### config.mk
export PLATFORM = sky130hd
export DESIGN_NAME = dac_spi_scheduler
export DESIGN_NICKNAME = d
export VERILOG_FILES = /design/src/rtl/dac_spi_pkg.sv /design/src/rtl/dac_spi_shifter.sv /design/src/rtl/dac_spi_scheduler.sv
export SDC_FILE = /design/constraint.sdc
export NUM_CORES = 1
export LEC_CHECK = 0
export ABC_AREA = 1
export CORE_ASPECT_RATIO = 1.25
export CORE_UTILIZATION = 53
export DETAILED_ROUTE_END_ITERATION = 7
export PLACE_DENSITY = 0.79
export SYNTH_ARGS = -nofsm -noshare
export SYNTH_HDL_FRONTEND = slang
export SYNTH_HIERARCHICAL = 1
export SYNTH_SLANG_ARGS = --single-unit
### constraint.sdc
create_clock -name dataclk -period 2.2 [get_ports dataclk]
set_input_delay 0.33 -clock dataclk [delete_from_list [all_inputs] [get_ports dataclk]]
set_output_delay 0.33 -clock dataclk [all_outputs]
set_load 0.03 [all_outputs]
### src/rtl/dac_spi_pkg.sv
// dac_spi_pkg: shared types and constants for the dual-DAC SPI scheduler.
// Holds the scheduler state enum and the serial frame geometry.
package dac_spi_pkg;

  typedef enum logic [1:0] {
    IDLE,
    SHIFT,
    GAP,
    DONE
  } state_e;

  localparam int FRAME_BITS = 24;
  localparam int HALF_BITS  = 48;
  localparam int CNT_W      = $clog2(FRAME_BITS);

endpackage

### src/rtl/dac_spi_shifter.sv
// dac_spi_shifter: 24-bit MSB-first serializer, two clocks per bit.
// Ports: clk_i/rst_i, load_i+data_i (load word), active_i (shift enable),
// sclk_o/din_o (serial lines, 0 when idle), done_o (last half-bit cycle).
import dac_spi_pkg::*;

module dac_spi_shifter #(
  parameter logic [7:0] CTRL_BYTE = 8'h00
) (
  input  logic        clk_i,
  input  logic        rst_i,
  input  logic        load_i,
  input  logic [15:0] data_i,
  input  logic        active_i,
  output logic        sclk_o,
  output logic        din_o,
  output logic        done_o
);

  logic [FRAME_BITS-1:0] sr_q, sr_d;
  logic                  ph_q, ph_d;
  logic [CNT_W-1:0]      cnt_q, cnt_d;
  logic                  last;

  // ph_q = 0: SCLK high half; ph_q = 1: SCLK low half
  assign last = ph_q && (cnt_q == CNT_W'(FRAME_BITS - 1));

  always_comb begin
    sr_d  = sr_q;
    ph_d  = ph_q;
    cnt_d = cnt_q;
    if (load_i) begin
      sr_d  = {CTRL_BYTE, data_i};
      ph_d  = 1'b0;
      cnt_d = '0;
    end else if (active_i) begin
      ph_d = ~ph_q;
      if (ph_q) begin
        sr_d  = {sr_q[FRAME_BITS-2:0], 1'b0};
        cnt_d = last ? '0 : cnt_q + 1'b1;
      end
    end
  end

  always_ff @(posedge clk_i) begin
    if (rst_i) begin
      sr_q  <= '0;
      ph_q  <= 1'b0;
      cnt_q <= '0;
    end else begin
      sr_q  <= sr_d;
      ph_q  <= ph_d;
      cnt_q <= cnt_d;
    end
  end

  assign sclk_o = active_i & ~ph_q;
  assign din_o  = active_i & sr_q[FRAME_BITS-1];
  assign done_o = active_i & last;

endmodule

### src/rtl/dac_spi_scheduler.sv
// dac_spi_scheduler: time-shares one serializer between two DACs.
// Ports: dataclk/reset, sample_strobe+DAC_en+DAC_register_1/2 (frame request),
// overrun_clr; DAC_SYNC/DAC_SCLK/DAC_DIN (SPI), busy, frame_done, overrun.
import dac_spi_pkg::*;

module dac_spi_scheduler #(
  parameter logic [7:0]  CTRL_BYTE = 8'h00,
  parameter int unsigned SYNC_GAP  = 2
) (
  input  logic        dataclk,
  input  logic        reset,
  input  logic        sample_strobe,
  input  logic [1:0]  DAC_en,
  input  logic [15:0] DAC_register_1,
  input  logic [15:0] DAC_register_2,
  input  logic        overrun_clr,
  output logic [1:0]  DAC_SYNC,
  output logic        DAC_SCLK,
  output logic        DAC_DIN,
  output logic        busy,
  output logic        frame_done,
  output logic        overrun
);

  localparam int GAP_W = (SYNC_GAP > 1) ? $clog2(SYNC_GAP) : 1;

  state_e      state_q, state_d;
  logic        chan_q, chan_d;
  logic [1:0]  en_q, en_d;
  logic [15:0] r1_q, r1_d;
  logic [15:0] r2_q, r2_d;
  logic [GAP_W-1:0] gap_q, gap_d;
  logic        ovr_q, ovr_d;

  logic        load;
  logic [15:0] ld_data;
  logic        bit_done;
  logic        active;

  assign active = (state_q == SHIFT);
  assign busy   = (state_q == SHIFT) || (state_q == GAP);

  always_comb begin
    state_d = state_q;
    chan_d  = chan_q;
    en_d    = en_q;
    r1_d    = r1_q;
    r2_d    = r2_q;
    gap_d   = gap_q;
    load    = 1'b0;
    ld_data = r2_q;
    unique case (state_q)
      // DONE accepts a strobe just like IDLE
      IDLE, DONE: begin
        state_d = IDLE;
        if (sample_strobe) begin
          en_d = DAC_en;
          r1_d = DAC_register_1;
          r2_d = DAC_register_2;
          if (DAC_en[0]) begin
            state_d = SHIFT;
            chan_d  = 1'b0;
            load    = 1'b1;
            ld_data = DAC_register_1;
          end else if (DAC_en[1]) begin
            state_d = SHIFT;
            chan_d  = 1'b1;
            load    = 1'b1;
            ld_data = DAC_register_2;
          end else begin
            state_d = DONE;
          end
        end
      end
      SHIFT: begin
        if (bit_done) begin
          state_d = GAP;
          gap_d   = '0;
        end
      end
      GAP: begin
        gap_d = gap_q + 1'b1;
        if (gap_q == GAP_W'(SYNC_GAP - 1)) begin
          if (!chan_q && en_q[1]) begin
            state_d = SHIFT;
            chan_d  = 1'b1;
            load    = 1'b1;
            ld_data = r2_q;
          end else begin
            state_d = DONE;
          end
        end
      end
      default: state_d = IDLE;
    endcase
  end

  // a rejected strobe beats a simultaneous clear
  always_comb begin
    ovr_d = ovr_q;
    if (sample_strobe && busy) begin
      ovr_d = 1'b1;
    end else if (overrun_clr) begin
      ovr_d = 1'b0;
    end
  end

  always_ff @(posedge dataclk) begin
    if (reset) begin
      state_q <= IDLE;
      chan_q  <= 1'b0;
      en_q    <= '0;
      r1_q    <= '0;
      r2_q    <= '0;
      gap_q   <= '0;
      ovr_q   <= 1'b0;
    end else begin
      state_q <= state_d;
      chan_q  <= chan_d;
      en_q    <= en_d;
      r1_q    <= r1_d;
      r2_q    <= r2_d;
      gap_q   <= gap_d;
      ovr_q   <= ovr_d;
    end
  end

  dac_spi_shifter #(
    .CTRL_BYTE(CTRL_BYTE)
  ) u_shifter (
    .clk_i   (dataclk),
    .rst_i   (reset),
    .load_i  (load),
    .data_i  (ld_data),
    .active_i(active),
    .sclk_o  (DAC_SCLK),
    .din_o   (DAC_DIN),
    .done_o  (bit_done)
  );

  assign DAC_SYNC   = active ? (chan_q ? 2'b01 : 2'b10) : 2'b11;
  assign frame_done = (state_q == DONE);
  assign overrun    = ovr_q;

endmodule
==> results.toml, run 1 <==
[status]
status = "finished, final reports clean"

[clocking]
clockBufferDepth = 2
cts_hold_buf = 0
cts-root-buf = "clkbuf_8"
clk_latency_ps = 310
cts_made_buffers = 5
cts_setup_buffers = 0
clkTransAtPathRegs_ps = 90
clock-sinks = 52
htreeDepth = 2
cts_tree = "done"

[sta]
timing.fmax_mhz = 489
drv_slew = 0
min_period_ps = 2050
setup_viol = 0
clock_skew_ps = 8.23
fin_crit_sh_pct = 93.0
tns_ps = 0
rsz0062_at_grt = "no"
worst_pin_slew_ps = 383
hold_viol = 0
slew_headroom_pct = 74.4

[logic_synthesis]
synth-seq-cells = 52
syn_inst = 411
synth_mux_area_share_pct = 0
ys_types = 26
synth_xor_area_share_pct = 0
avgSynthCellArea_sq_um = 6.73
synth_compound_gate_area_share_pct = 18.7
seq_area_frac_synth_pct = 37.6
synth_fp_nets = 455
ys.flop_type = "dfxtp_1"
ys_top_cells_by_area = "dfxtp_1 38%, nand2_1 17%, a21oi_1 8.3%, nand3_1 6.3%, o21ai_0 5.2%"
synthAdderAreaFrac_pct = 2.71
yosysWarnings = 6
async_reset_ff_share_pct = 0
synth_top_family_by_area = "simple AND/OR/NAND/NOR gates"
synth_top_area_share_pct = 37.6
synth_edf_count = 0
yosysTopAreaCell = "dfxtp_1"
syn_area_sq_mm = 0.00277
synthSimpleGateAreaFrac_pct = 30.0

[setup_path]
cp_slowest_cell = "ha_2"
critPathMaxFanout = 8
worstPathRequired_ps = 1870
r2r-start = "state_q[0]$_SDFFE_PP0P_"
critPathArrivalTime_ps = 1720
critPathLaunch = "state_q[0]$_SDFFE_PP0P_"
cp_top_family = "buffers and inverters"
worstSetupPathType = "reg2out"
cp_slowest_stage_delay_ps = 430
crit_chain = "inv_1 -> ha_2 -> inv_1 -> dlygate4sd2_1"
cp-start-kind = "flip-flop"
cp-end-kind = "output port"
path_common_cell = "inv_1"
path_buf_inv = 3

[place]
placed_area_sq_mm = 0.00319
hpwl_mm = 4.50
gp_congestion = 0.906
io_buffers = 44

[floorplanning]
die_h_um = 82.8
pin_count = 45
rows = 29
initial_utilization_pct = 54.8
core_region_area_sq_mm = 0.00504
die_area_sq_mm = 0.00551
die_w_um = 66.6

[final_layout]
final_util_pct = 65.4
area_growth_pct = 19.3
final_area_sq_mm = 0.00330
drive_gt1_share_pct = 7.05
num_antenna_cells = 0
final_net_count = 497

[hold_path]
min_from = "u_shifter/sr_q[14]$_SDFFE_PP0P_"
holdCritPathClass = "reg2reg"

[run]
drv_cap = 0

[routing]
vias = 2666
wl_mm = 6.22
ant_nets = 0
drt_pass1_iterations = 4
post_drt_wl_per_cell_um = 12.0
drc = 0
via_per_inst = 5.17
drt_iter0_markers = 99

[power_and_ir_drop]
ir_drop_mv = 0.579
powerDensity_mw_per_mm2 = 986
leakage_nw = 1.42

[grt]
grt_usage_pct = 22.8
grt_pass1_wl_mm = 9.69
antenna_found_initial = 0
grt_start_max_net_pins = 34
grt_pass1_vias = 2316
grt_overflow = 0
## Yosys cell counts (4+ instances only)
master,instances
a21oi_1,46
ha_1,6
buf_4,5
dfxtp_1,52
buf_2,5
nand3_1,35
o21ai_0,29
nor2_1,28
nand2_1,128
buf_6,6
nand2_4,4
inv_2,5
inv_1,27
o21ai_1,18
o22ai_1,6
## final cells by class
class	instances	area, sq um
multi-input cells	306	1430
repair buffers	55	528
well taps	62	77.6
flip-flops and latches	52	1040
fillers	461	1740
clock buffers	8	90.1
inverters	33	129
## cells in the final DEF, fill, tap and decap left out, types with 2 or more instances in the layout
master           netlist  final
nand3_1               35     35
dlymetal6s2s_1         0      3
dfxtp_1               52     52
inv_4                  1      2
ha_2                   0      2
o21ai_1               18     18
o22ai_1                6      6
nand2_4                4      4
inv_1                 27     27
a21oi_1               46     46
dlygate4sd2_1          0      2
ha_1                   6      4
nand2_1              128    128
clkbuf_1               1      2
clkdlybuf4s50_1        0     39
buf_4                  5     11
nor2_1                28     28
o21ai_0               29     29
inv_2                  5      4
clkbuf_8               1      6
## sequential cells by signal, summed over array words and instances, names as in the netlist
signal           cells
chan_q               1
en_q                 1
gap_q                1
overrun              1
r2_q                16
state_q              2
u_shifter/cnt_q      5
u_shifter/ph_q       1
u_shifter/sr_q      24
## stage by stage
stage               worst slack [ps]  cells  power (mW)  hold slack [ps]
floorplan                        494    411        2.41              399
global placement                 114    507        2.67              448
detailed placement              64.3    507        2.70              453
CTS                             5.48    515        3.24              468
global route                    13.8    516        3.49              486
finish                           154    516        3.25              466
## per-layer routing
metal  vias to the layer above  wire (um)  GRT usage [%]
met2                        50       3090           39.4
li1                       1422          -              -
met5                         -          0              0
met3                         6        185           4.92
met1                      1188       2870           27.3
met4                         0         67           8.94
## where the power goes
part	total, mW	internal (mW)	switching, mW
Combinational	1.47	0.533	0.940
Clock	0.559	0.257	0.302
Sequential	1.22	1.11	0.107
Total	3.25	1.91	1.35
## worst paths after layout
| kind | cells after the start | to | slack, ps |
|---|---|---|---|
| setup / recovery | 4 | busy | 150 |
| hold / removal | 2 | u_shifter/sr_q[14]$_SDFFE_PP0P_ | 470 |
| setup reg to reg | 10 | u_shifter/sr_q[15]$_SDFFE_PP0P_ | 210 |
| hold reg to reg | 2 | u_shifter/sr_q[14]$_SDFFE_PP0P_ | 470 |
## cell families (layout without fill, tap and decap cells)
logic type,Yosys count,after routing
buf+inv,54,96
simple gates,198,199
compound gates,101,101
flops,52,52
fa+ha+maj,6,6
## worst min-delay path, cell delays in order (launching register included)
cell and delay [ps]:
dfxtp_1 320, nand2_1 60, a21oi_1 50
## timing repair
action / 4_1_cts / 5_1_grt
pin swaps: 0 / 1
hold endpoints to repair: 0 / 0
setup endpoints to repair: 5 / 18
cloned: 0 / 1
resized for setup: 3 / 6
Note: power is estimated with default switching activity, not from simulation.
==> run 2, diff against run 1 <==
--- a/config.mk
+++ b/config.mk
@@ -10,6 +10,7 @@
 export CORE_UTILIZATION = 53
 export DETAILED_ROUTE_END_ITERATION = 7
 export PLACE_DENSITY = 0.79
+export SETUP_SLACK_MARGIN = 0.3
 export SYNTH_ARGS = -nofsm -noshare
 export SYNTH_HDL_FRONTEND = slang
 export SYNTH_HIERARCHICAL = 1
==> constraint.sdc (replaced) <==
create_clock -name dataclk -period 1.9 [get_ports dataclk]
set_input_delay 0.285 -clock dataclk [delete_from_list [all_inputs] [get_ports dataclk]]
set_output_delay 0.285 -clock dataclk [all_outputs]
set_load 0.03 [all_outputs]
==> run 2 against run 1 <==
Compared with the run above:
- core utilization is 10 points higher
- final cell count is 5.0% higher
- setup slack better by 86 ps
- combinational power is 83% higher
- critical path depth is 7 higher
- global-route usage is 2.4 points higher
- first-iteration DRC count is 40% higher
- total power is 47% higher
- clock power is 14% higher
- largest cell class unchanged
==> results.toml, run 2 (synthesized netlist as in run 1, its figures left out) <==
[place]
gp_congestion = 0.962
io_buffers = 44
hpwl_mm = 4.51

[routing]
ant_nets = 0
drc = 0
post_drt_wl_per_cell_um = 14.0
vias = 2987
drt_iter0_markers = 139
wl_mm = 7.57
via_per_inst = 5.51
drt_pass1_iterations = 5

[clocking]
clkTransAtPathRegs_ps = 100
cts-root-buf = "clkbuf_8"
clockBufferDepth = 2
cts_made_buffers = 5
clk_latency_ps = 310
cts_tree = "done"
clock-sinks = 52
htreeDepth = 2

[grt]
grt_usage_pct = 25.2
grt_pass1_vias = 2517
antenna_found_initial = 0
grt_start_max_net_pins = 34
grt_overflow = 0
grt_pass1_wl_mm = 10.7

[hold_path]
hold_depth = 2
holdCritPathClass = "reg2reg"

[status]
status = "finished, final reports clean"

[sta]
worst_hold_slack_ps = 469
drv_slew = 0
min_period_ps = 1660
hold_viol = 0
fin_crit_sh_pct = 87.4
slew_headroom_pct = 69.7
timing.fmax_mhz = 602
rsz0062_at_grt = "yes"
setup_viol = 0
tns_ps = 0
clock_skew_ps = 9.41
worst_pin_slew_ps = 452

[floorplanning]
core_region_area_sq_mm = 0.00504
die_h_um = 82.8
die_w_um = 66.6
rows = 29
initial_utilization_pct = 54.8
pin_count = 45
die_area_sq_mm = 0.00551

[setup_path]
cp-start-kind = "flip-flop"
reg2reg_depth = 11
cp-endpoint = "u_shifter/sr_q[14]$_SDFFE_PP0P_"
cp-end-kind = "flip-flop"
reg2reg_to = "u_shifter/sr_q[14]$_SDFFE_PP0P_"
critPathLaunch = "state_q[0]$_SDFFE_PP0P_"
critPathMaxFanout = 7
critPathArrivalTime_ps = 1910
worstPathRequired_ps = 2150
r2r-start = "state_q[0]$_SDFFE_PP0P_"
r2r_slack_ps = 240
worstSetupPathType = "reg2reg"

[final_layout]
final_util_pct = 75.8
final_common_cell = "nand2_1"
top_register = "u_shifter/sr_q"
largest_reg_flops = 24
largestRegisters = "u_shifter/sr_q x24, r2_q x16, u_shifter/cnt_q x5"
layout_common_cells = "125 x nand2_1, 49 x dfxtp_1, 41 x a21oi_1"
num_antenna_cells = 0
fillCellCount = 349
area_growth_pct = 38.2
final_net_count = 523
drive_gt1_share_pct = 21.7

[run]
drv_cap = 0

[power_and_ir_drop]
ir_drop_mv = 0.777
powerDensity_mw_per_mm2 = 1250
leakage_nw = 1.63
==> run 2: cell count changes in the layout (fill, tap and decap cells not counted), sizes merged, moves of 2 or more <==
cell,before,now
buf,11,38
clkdlybuf4s50,39,37
clkinv,0,3
dlymetal6s2s,3,0
==> run 2: critical path, stage by stage (launching register included) <==
cell and delay, ps:
dfxtp_2 340, inv_2 50, ha_4 310, nand2_4 80, inv_6 110, buf_12 130
o21ai_1 60, o21ai_1 190, nand2_1 90, nand2_1 60, nand2_1 60, a21oi_2 110
==> run 2: repair_timing <==
action                                  CTS  global route
endpoints found under the setup margin   38            25
gates resized for setup                  47            61
setup buffers                             4             9
pin swaps                                 5            60
cloned                                    1             5
hold buffers                              0             0
==> run 2: through the flow <==
step	area, sq um	instances	power, mW	worst slack [ps]
floorplan	2780	411	2.81	303
global placement	3270	515	3.24	58.9
detailed placement	3270	515	3.27	30.2
CTS	3470	528	4.14	300
global route	3820	542	5.06	138
finish	3820	542	4.77	239
==> run 2: report_power, final <==
part / internal [mW] / switching (mW) / leakage, nW
Combinational: 1.24 / 1.44 / 1.16
Clock: 0.258 / 0.382 / 0.0479
Sequential: 1.30 / 0.141 / 0.425
==> run 2: cell type report <==
cell class | count | area, sq um | area share [%]
inverters | 33 | 139 | 3.63
well taps | 62 | 77.6 | 2.03
repair buffers | 81 | 850 | 22.2
multi-input cells | 306 | 1620 | 42.4
clock buffers | 5 | 68.8 | 1.80
flip-flops and latches | 52 | 1050 | 27.4
clock inverters | 3 | 18.8 | 0.491
==> run 2: worst min path at each step <==
stage	from	endpoint	slack [ps]
6_report	u_shifter/sr_q[1]$_SDFFE_PP0P_	u_shifter/sr_q[1]$_SDFFE_PP0P_	470
5_1_grt	u_shifter/sr_q[16]$_SDFFE_PP0P_	u_shifter/sr_q[16]$_SDFFE_PP0P_	490
4_1_cts	u_shifter/sr_q[1]$_SDFFE_PP0P_	u_shifter/sr_q[1]$_SDFFE_PP0P_	470
3_5_place_dp	u_shifter/sr_q[1]$_SDFFE_PP0P_	u_shifter/sr_q[1]$_SDFFE_PP0P_	450
3_3_place_gp	u_shifter/sr_q[1]$_SDFFE_PP0P_	u_shifter/sr_q[1]$_SDFFE_PP0P_	450
2_1_floorplan	reset	u_shifter/sr_q[0]$_SDFFE_PP0P_	350
==> run 2: routing by layer <==
| layer | vias up | share of wire, % | global-route usage (%) |
|---|---|---|---|
| met4 | 0 | 2.1 | 9.79 |
| met1 | 1387 | 42 | 30.1 |
| li1 | 1483 | - | - |
| met3 | 15 | 5.3 | 4.23 |
| met5 | - | 0 | 0 |
| met2 | 102 | 50 | 44.5 |
==> run 3, diff against run 2 <==
--- a/config.mk
+++ b/config.mk
@@ -7,11 +7,14 @@
 export LEC_CHECK = 0
 export ABC_AREA = 1
 export CORE_ASPECT_RATIO = 1.25
-export CORE_UTILIZATION = 53
+export CORE_UTILIZATION = 55
+export CTS_BUF_LIST = sky130_fd_sc_hd__clkbuf_8
 export DETAILED_ROUTE_END_ITERATION = 7
-export PLACE_DENSITY = 0.79
+export PLACE_DENSITY = 0.82
+export RECOVER_POWER = 50
 export SETUP_SLACK_MARGIN = 0.3
 export SYNTH_ARGS = -nofsm -noshare
 export SYNTH_HDL_FRONTEND = slang
 export SYNTH_HIERARCHICAL = 1
 export SYNTH_SLANG_ARGS = --single-unit
+export TNS_END_PERCENT = 20
==> run 3 against run 2 <==
Compared with the run above:
- total power down 11%
- clock skew down 1.3 ps
- clock power up 13%
- count of clock-buffer cells in the layout unchanged
- via count down 8.3%
- highest routed layer unchanged
- sequential power about the same
- global-route usage about the same
- hold slack worse by 4.9 ps
- setup slack worse by 15 ps
==> results.toml, run 3 (synthesized netlist as in run 1, its figures left out) <==
[grt]
grt_overflow = 0
antenna_found_initial = 0
grt_start_max_net_pins = 34
grt_pass1_vias = 2449
grt_pass1_wl_mm = 10.5
grt_usage_pct = 25.2

[clocking]
clock-sinks = 52
clk_latency_ps = 300
htreeDepth = 2
clkTransAtPathRegs_ps = 90
cts-root-buf = "clkbuf_8"
cts_tree = "done"
clockBufferDepth = 2
cts_made_buffers = 5

[sta]
slew_headroom_pct = 74.2
rsz0062_at_grt = "yes"
hold_viol = 0
worst_pin_slew_ps = 387
fin_crit_sh_pct = 88.2
drv_slew = 0
clock_skew_ps = 8.08
timing.fmax_mhz = 597
min_period_ps = 1680
setup_viol = 0
worst_hold_slack_ps = 464
tns_ps = 0

[floorplanning]
die_h_um = 81.3
die_w_um = 65.4
pin_count = 45
initial_utilization_pct = 57.6
die_area_sq_mm = 0.00532
core_region_area_sq_mm = 0.00480
rows = 28

[routing]
vias = 2739
drc = 0
ant_nets = 0
drt_iter0_markers = 144
via_per_inst = 5.26
wl_mm = 6.28
post_drt_wl_per_cell_um = 12.1
drt_pass1_iterations = 4

[place]
gp_congestion = 0.859
hpwl_mm = 4.37
dp.cells = 512
io_buffers = 44

[final_layout]
largest_reg_flops = 24
drive_gt1_share_pct = 11.9
top_register = "u_shifter/sr_q"
largestRegisters = "u_shifter/sr_q x24, r2_q x16, u_shifter/cnt_q x5"
layout_common_cells = "126 x nand2_1, 51 x dfxtp_1, 42 x a21oi_1"
area_growth_pct = 26.0
fillCellCount = 381
final_net_count = 506
final_common_cell = "nand2_1"
num_antenna_cells = 0
fin_cells = 521

[setup_path]
r2r-start = "state_q[0]$_SDFFE_PP0P_"
cp-start-kind = "flip-flop"
worstPathRequired_ps = 2140
critPathMaxFanout = 7
path_common_cell = "a21oi_2"
r2r_slack_ps = 220
cp_top_family = "buffers and inverters"
crit_chain = "inv_1 -> ha_4 -> nand3_1 -> a21oi_2 -> buf_6 -> nor2_4 -> clkbuf_1 -> nand2_1 -> a21oi_2"
cp_slowest_cell = "dfxtp_1"
cp-end-kind = "flip-flop"
path_buf_inv = 3
critPathArrivalTime_ps = 1910
cp_slowest_stage_delay_ps = 340
worstSetupPathType = "reg2reg"
reg2reg_depth = 9
reg2reg_to = "u_shifter/cnt_q[2]$_SDFFE_PP0P_"

[power_and_ir_drop]
leakage_nw = 1.48
ir_drop_mv = 0.608
powerDensity_mw_per_mm2 = 1220

[hold_path]
worstHoldEndpoint = "u_shifter/sr_q[1]$_SDFFE_PP0P_"
min_from = "u_shifter/sr_q[1]$_SDFFE_PP0P_"
holdCritPathClass = "reg2reg"
hold_depth = 2

[run]
drv_cap = 0

[status]
status = "finished, final reports clean"
-- run 3: changes by cell type in the layout (fill, tap and decap cells not counted), moves of 3 or more --
cell / previous run / this run
nand3_2: 4 / 0
nand3_4: 3 / 0
buf_8: 3 / 0
buf_2: 5 / 0
buf_4: 22 / 13
o21ai_0: 10 / 24
clkbuf_1: 0 / 3
nand3_1: 28 / 35
clkbuf_16: 4 / 0
o21ai_2: 16 / 1
-- run 3: how the worst max path moves through the flow --
stage,end,cells past startpoint,from,slack [ps]
2_1_floorplan,u_shifter/sr_q[9]$_SDFFE_PP0P_,11,state_q[0]$_SDFFE_PP0P_,300
3_3_place_gp,u_shifter/sr_q[2]$_SDFFE_PP0P_,11,DAC_en[0],90
3_5_place_dp,u_shifter/sr_q[9]$_SDFFE_PP0P_,11,DAC_en[0],50
4_1_cts,busy,4,state_q[0]$_SDFFE_PP0P_,210
5_1_grt,u_shifter/sr_q[2]$_SDFFE_PP0P_,11,state_q[0]$_SDFFE_PP0P_,100
6_report,u_shifter/cnt_q[2]$_SDFFE_PP0P_,9,state_q[0]$_SDFFE_PP0P_,220
-- run 3: what timing repair did --
action / CTS / global route
cloned: 1 / 0
resized for setup: 25 / 25
buffers inserted: 0 / 2
pin swaps: 0 / 6
endpoints found under the setup margin: 39 / 38
hold buffers: 0 / 0
-- run 3: layer usage --
layer | part of all wire [%] | wire [um] | track usage, %
met4 | 1.1 | 66 | 6.52
met5 | 0 | 0 | 0
met2 | 50 | 3140 | 46.1
met3 | 3.0 | 186 | 4.21
met1 | 46 | 2890 | 30.1
-- run 3: layout make-up --
class                      count  area (sq um)  area share [%]
sequential                    52          1040            29.9
timing repair buffer          65           652            18.7
tap                           60          75.1            2.15
clock buffer                   5          68.8            1.97
inverter                      33           136            3.91
clock inverter                 1          30.0           0.861
multi-input combinational    305          1480            42.5
-- run 3: worst min-delay path, cell delays in order (launching register included) --
cell and delay (ps):
dfxtp_1 320, nand2_1 60, a21oi_1 50
-- run 3: where the power goes --
| part | switching (mW) | internal (mW) |
|---|---|---|
| Combinational | 1.20 | 0.914 |
| Sequential | 0.124 | 1.29 |
| Clock | 0.344 | 0.378 |
-- run 3: stage by stage --
stage	setup WS (ps)	area [sq um]	utilization, %	power, mW
global placement	90.9	3290	68.5	3.23
finish	224	3490	72.6	4.26
CTS	207	3440	71.6	4.12
floorplan	303	2780	-	2.81
global route	98.1	3490	72.6	4.56
detailed placement	45.9	3290	68.5	3.27
